### src/rtl/parqueo_pkg.sv
// Shared types for the parking-spot input conditioning and availability decoding.
// Latency: none (types, constants and a pure function only).
// Backpressure: none.
package parqueo_pkg;

    localparam int N_SPOTS = 4;
    localparam int OCC_W   = 3;

    typedef logic [N_SPOTS-1:0] spot_vec_t;

    // Number of occupied spots in an occupancy vector.
    function automatic logic [OCC_W-1:0] popcount(input spot_vec_t v);
        logic [OCC_W-1:0] c;
        c = '0;
        for (int i = 0; i < N_SPOTS; i++) begin
            c = c + OCC_W'(v[i]);
        end
        return c;
    endfunction

endpackage

### src/rtl/parqueo_sensores_debounce_canal.sv
// One spot channel: two-flop synchroniser followed by a restart-on-glitch debouncer.
// Latency: a held raw change reaches level on the 2+DEBOUNCE_CYCLES th edge after it is first sampled.
// Backpressure: none; rise/fall flag the acceptance that level takes on the coming edge.
module debounce_canal
    import parqueo_pkg::*;
#(
    parameter int DEBOUNCE_CYCLES = 16
) (
    input  logic clk,
    input  logic rst_n,
    input  logic raw,
    output logic level,
    output logic rise,
    output logic fall
);

    localparam int CNT_W = $clog2(DEBOUNCE_CYCLES + 1);
    localparam logic [CNT_W-1:0] CNT_MAX = CNT_W'(DEBOUNCE_CYCLES - 1);

    logic             meta_q;
    logic             sync_q;
    logic             stable_q, stable_d;
    logic [CNT_W-1:0] cnt_q, cnt_d;
    logic             accept;

    // Debounce: any return of sync to stable throws away all accumulated progress.
    always_comb begin
        stable_d = stable_q;
        cnt_d    = '0;
        accept   = 1'b0;
        if (sync_q != stable_q) begin
            if (cnt_q == CNT_MAX) begin
                stable_d = sync_q;
                accept   = 1'b1;
            end else begin
                cnt_d = cnt_q + 1'b1;
            end
        end
    end

    // Synchroniser and debounce state, synchronous active-low reset.
    always_ff @(posedge clk) begin
        if (!rst_n) begin
            meta_q   <= 1'b0;
            sync_q   <= 1'b0;
            stable_q <= 1'b0;
            cnt_q    <= '0;
        end else begin
            meta_q   <= raw;
            sync_q   <= meta_q;
            stable_q <= stable_d;
            cnt_q    <= cnt_d;
        end
    end

    // Edge flags are combinational so the top can register them alongside the new level.
    assign level = stable_q;
    assign rise  = accept & sync_q;
    assign fall  = accept & ~sync_q;

endmodule

### src/rtl/parqueo_sensores.sv
// Conditions four raw spot sensors into clean occupancy bits, a count and arrival/departure strobes.
// Latency: 2+DEBOUNCE_CYCLES edges from first sample to p/occ_count/arr/dep, all on the same edge.
// Backpressure: none; outputs are valid every cycle.
module parqueo_sensores
    import parqueo_pkg::*;
#(
    parameter int DEBOUNCE_CYCLES = 16
) (
    input  logic             clk,
    input  logic             rst_n,
    input  logic             s1,
    input  logic             s2,
    input  logic             s3,
    input  logic             s4,
    output logic             p1,
    output logic             p2,
    output logic             p3,
    output logic             p4,
    output logic [OCC_W-1:0] occ_count,
    output logic [3:0]       arr,
    output logic [3:0]       dep
);

    spot_vec_t        raw_vec;
    spot_vec_t        level_vec;
    spot_vec_t        rise_vec;
    spot_vec_t        fall_vec;
    spot_vec_t        level_nxt;
    logic [OCC_W-1:0] occ_q, occ_d;
    spot_vec_t        arr_q;
    spot_vec_t        dep_q;

    assign raw_vec = {s4, s3, s2, s1};

    for (genvar i = 0; i < N_SPOTS; i++) begin : g_canal
        debounce_canal #(
            .DEBOUNCE_CYCLES(DEBOUNCE_CYCLES)
        ) u_canal (
            .clk   (clk),
            .rst_n (rst_n),
            .raw   (raw_vec[i]),
            .level (level_vec[i]),
            .rise  (rise_vec[i]),
            .fall  (fall_vec[i])
        );
    end

    // Occupancy the channels will hold after this edge, so the count lines up with p1..p4.
    always_comb begin
        level_nxt = (level_vec | rise_vec) & ~fall_vec;
        occ_d     = popcount(level_nxt);
    end

    // Count and strobes register on the same edge the channel levels change.
    always_ff @(posedge clk) begin
        if (!rst_n) begin
            occ_q <= '0;
            arr_q <= '0;
            dep_q <= '0;
        end else begin
            occ_q <= occ_d;
            arr_q <= rise_vec;
            dep_q <= fall_vec;
        end
    end

    assign p1        = level_vec[0];
    assign p2        = level_vec[1];
    assign p3        = level_vec[2];
    assign p4        = level_vec[3];
    assign occ_count = occ_q;
    assign arr       = arr_q;
    assign dep       = dep_q;

endmodule

### config.mk
export PLATFORM = sky130hd
export DESIGN_NAME = parqueo_sensores
export DESIGN_NICKNAME = d
export VERILOG_FILES = /design/src/rtl/parqueo_pkg.sv /design/src/rtl/parqueo_sensores_debounce_canal.sv /design/src/rtl/parqueo_sensores.sv
export SDC_FILE = /design/constraint.sdc
export NUM_CORES = 1
export LEC_CHECK = 0
export BUFFER_PORTS_ARGS = -buffer_cell sky130_fd_sc_hd__buf_2
export CAP_MARGIN = 20
export CORE_UTILIZATION = 50
export CTS_CLUSTER_SIZE = 16
export DETAILED_ROUTE_END_ITERATION = 6
export GPL_TIMING_DRIVEN = 0
export PLACE_DENSITY = 0.71
export SETUP_SLACK_MARGIN = 0.2
export SYNTH_ARGS = -nofsm -noshare
export SYNTH_HDL_FRONTEND = slang
export SYNTH_SLANG_ARGS = --single-unit
### constraint.sdc
create_clock -name clk -period 2.5 [get_ports clk]
set_input_delay 0.625 -clock clk [delete_from_list [all_inputs] [get_ports clk]]
set_output_delay 0.625 -clock clk [all_outputs]
set_load 0.02 [all_outputs]
==> flow_summary_export.csv <==
group,metric,value,unit
run_status,outcome,"complete, but fails checks",
cts,worstSkewPairLatency,0.34,ns
synthesis,syn-instance-count,141,
pwr,power.total,1.173,mW
run_status,failed_checks,"DRC",
pwr,p_leak,0.8122,nW
placement,routabilityCongestion,0.6835,
pwr,p_clk_share,38.2,%
timing,hold_viol,0,
floorplan,start_util,53.74,%
pwr,p_sw,0.2299,mW
critical_path,path_max_fanout,3,
cts,clkTransAtPathRegs,0.12,ns
cts,htreeDepth,2,
timing,max_freq,0.4421,GHz
cts,root_buffer,"clkbuf_4",
synthesis,synth-seq-area-share,56.63,%
pwr,intPower,0.9429,mW
routing,wl_per_cell,12.15,µm
timing,period_minus_slack,2.262,ns
layout,fillCellCount,220,
critical_path,arrival,2.51,ns
timing,skew,0.006732,ns
critical_path,cp_data_required_time,2.75,ns
cts,cts_hold_buf,0,
timing,setup_viol,0,
timing,grt_setup_unrepaired,"true",
cts,clkSinkCount,43,
global_route,grt_max_degree,14,
critical_path,critPathKind,"flip-flop to flip-flop",
layout,multiInputGateArea,755.7,µm²
timing,slew_viol_final,0,
placement,dpl.cell_count,192,
timing,fin_crit_sh,90.47,%
global_route,grt_pass1_vias,1012,
pwr,p_per_area,598.9,nW/µm²
layout,final_nets,193,
floorplan,die_height,57.14,µm
global_route,grt_overflow,0,
routing,drt_pass1_iterations,6,
placement,dp.final_hpwl,1.698,mm
floorplan,pin_count,21,
cts,cts_buffers,5,
critical_path,start_kind,"flip-flop",
cts,cts_buffer_depth,2,
global_route,grt_pass1_wl,4.291,mm
global_route,antenna_found_initial,0,
pwr,combPwrFrac,2.2,%
layout,area.sequential,868.3,µm²
synthesis,ys_ff_latch,43,
synthesis,syn_avg_cell_area,10.78,µm²
critical_path,worstSetupEndpointType,"flip-flop",
global_route,grt.total_usage,17.66,%
placement,portBuffers,20,
synthesis,synth_area,1520,µm²
run,cap_violations,0,
layout,area_growth,28.81,%
routing,via_per_inst,4.942,
timing,worstMarginPinSlew,0.2962,ns
layout,drive_gt1_share,33.33,%
timing,slew_headroom,80.25,%
floorplan,dieWidth,57.14,µm
cts,cts_tree,"done",
timing,setup_tns,0,ns
layout,fin_util,69.22,%
routing,drt_wl_total,2.528,mm
placement,dp_slack,0.09885,ns
floorplan,core_area,2829,µm²
layout,fin_cells,208,
routing,antenna_left,0,
pwr,pwr-share-seq,59.6,%
hold_path,hp-class,"flip-flop to flip-flop",
routing,dr.first_iter.drc_count,35,
floorplan,rows,19,
synthesis,synth_cell_type_count,18,
pwr,ir_worst_vdd,0.0004582,V
layout,mostFrequentLayoutCells,"dfxtp_1, nor2_1, buf_2",
pwr,swShare,19.60,%
routing,drc,2,
timing,layout_setup_ws,0.2381,ns
routing,num_vias,1028,
layout,final_common_cell,"dfxtp_1",
synthesis,synth_nets,158,
synthesis,synth_warnings,0,
layout,antenna_cells,0,
floorplan,dieArea,3265,µm²
metrics by stage:
stage	hold WS (ns)	cell area, µm²
after detailed placement	0.4293	1665
after CTS	0.4613	1879
final	0.4541	1958
after floorplan	0.4119	1526
after global placement	0.4168	1665
after global routing	0.4622	1958
synthesized netlist by cell type (all sizes together):
library cell	number	share of area, %
nand2	4	0.99
buf	1	0.49
nor2b	3	1.2
mux2i	3	2.0
inv	10	2.5
fa	1	1.3
xnor2	4	2.3
nand3b	4	2.0
and2	12	4.9
nor2	20	4.9
dfxtp	43	57
nand3	4	1.3
clkbuf	1	0.25
and3	4	1.6
ha	10	8.2
xor2	8	4.6
nor3b	8	4.0
mux2	1	0.74
critical path: stages (launching register included):
cell and delay (ns):
dfxtp_2 0.35, ha_4 0.16, and3_4 0.18, ha_4 0.17, mux2i_4 0.19, fa_1 0.55, inv_1 0.05, ha_2 0.18
ha_4 0.20, and2_4 0.15
power groups by stage:
stage | Clock [mW] | Sequential [mW] | Combinational [mW]
global placement | 0 | 0.713 | 0.0212
global route | 0.493 | 0.701 | 0.0291
CTS | 0.458 | 0.699 | 0.0250
floorplan | 0 | 0.712 | 0.0143
detailed placement | 0 | 0.713 | 0.0224
finish | 0.448 | 0.699 | 0.0256
per-layer routing:
metal | vias to the layer above | track usage, % | part of all wire (%)
met5 | - | 0 | 0
met4 | 0 | 9.408 | 2.4
met3 | 8 | 5.442 | 6.1
met2 | 29 | 30.25 | 48
met1 | 467 | 19.65 | 43
li1 | 524 | - | -
cells by family after synthesis:
| kind of cell | synth area share, % |
|---|---|
| xor+xnor | 6.914 |
| fa+ha+maj | 9.547 |
| buf+inv | 3.210 |
| flops | 56.63 |
| mux | 2.716 |
| simple gates | 20.99 |
registers in the layout, indices dropped and copies added, names as in the netlist:
signal,count
g_canal.u_canal.meta_q,4
dep,4
g_canal.u_canal.level,4
occ_count,3
g_canal.u_canal.cnt_q,20
arr,4
g_canal.u_canal.sync_q,4
area by class of cell:
type / count / share of cell area (%)
Sequential cell: 43 / 44.35
Multi-Input combinational cell: 86 / 38.59
Timing Repair Buffer: 28 / 8.179
Clock buffer: 6 / 2.620
Tap cell: 31 / 1.981
Inverter: 10 / 1.917
Clock inverter: 2 / 1.789
Buffer: 2 / 0.5751
repair_timing:
| action | in CTS | in global routing |
|---|---|---|
| hold endpoints to repair | 0 | 0 |
| endpoints found under the setup margin | 2 | 1 |
| gates cloned | 0 | 0 |
| setup buffers | 5 | 3 |
| gates resized for setup | 22 | 6 |
| pin swaps | 3 | 4 |
final timing paths:
check | from | end | slack (ns) | cells past startpoint
worst max-delay path | g_canal[0].u_canal.cnt_q[1] | occ_count[1] | 0.24 | 9
worst min-delay path | g_canal[3].u_canal.meta_q | g_canal[3].u_canal.sync_q | 0.45 | 1
worst max register to register | g_canal[0].u_canal.cnt_q[1] | occ_count[1] | 0.24 | 9
worst min register to register | g_canal[3].u_canal.meta_q | g_canal[3].u_canal.sync_q | 0.45 | 1
(Power assumes the default switching activity.)
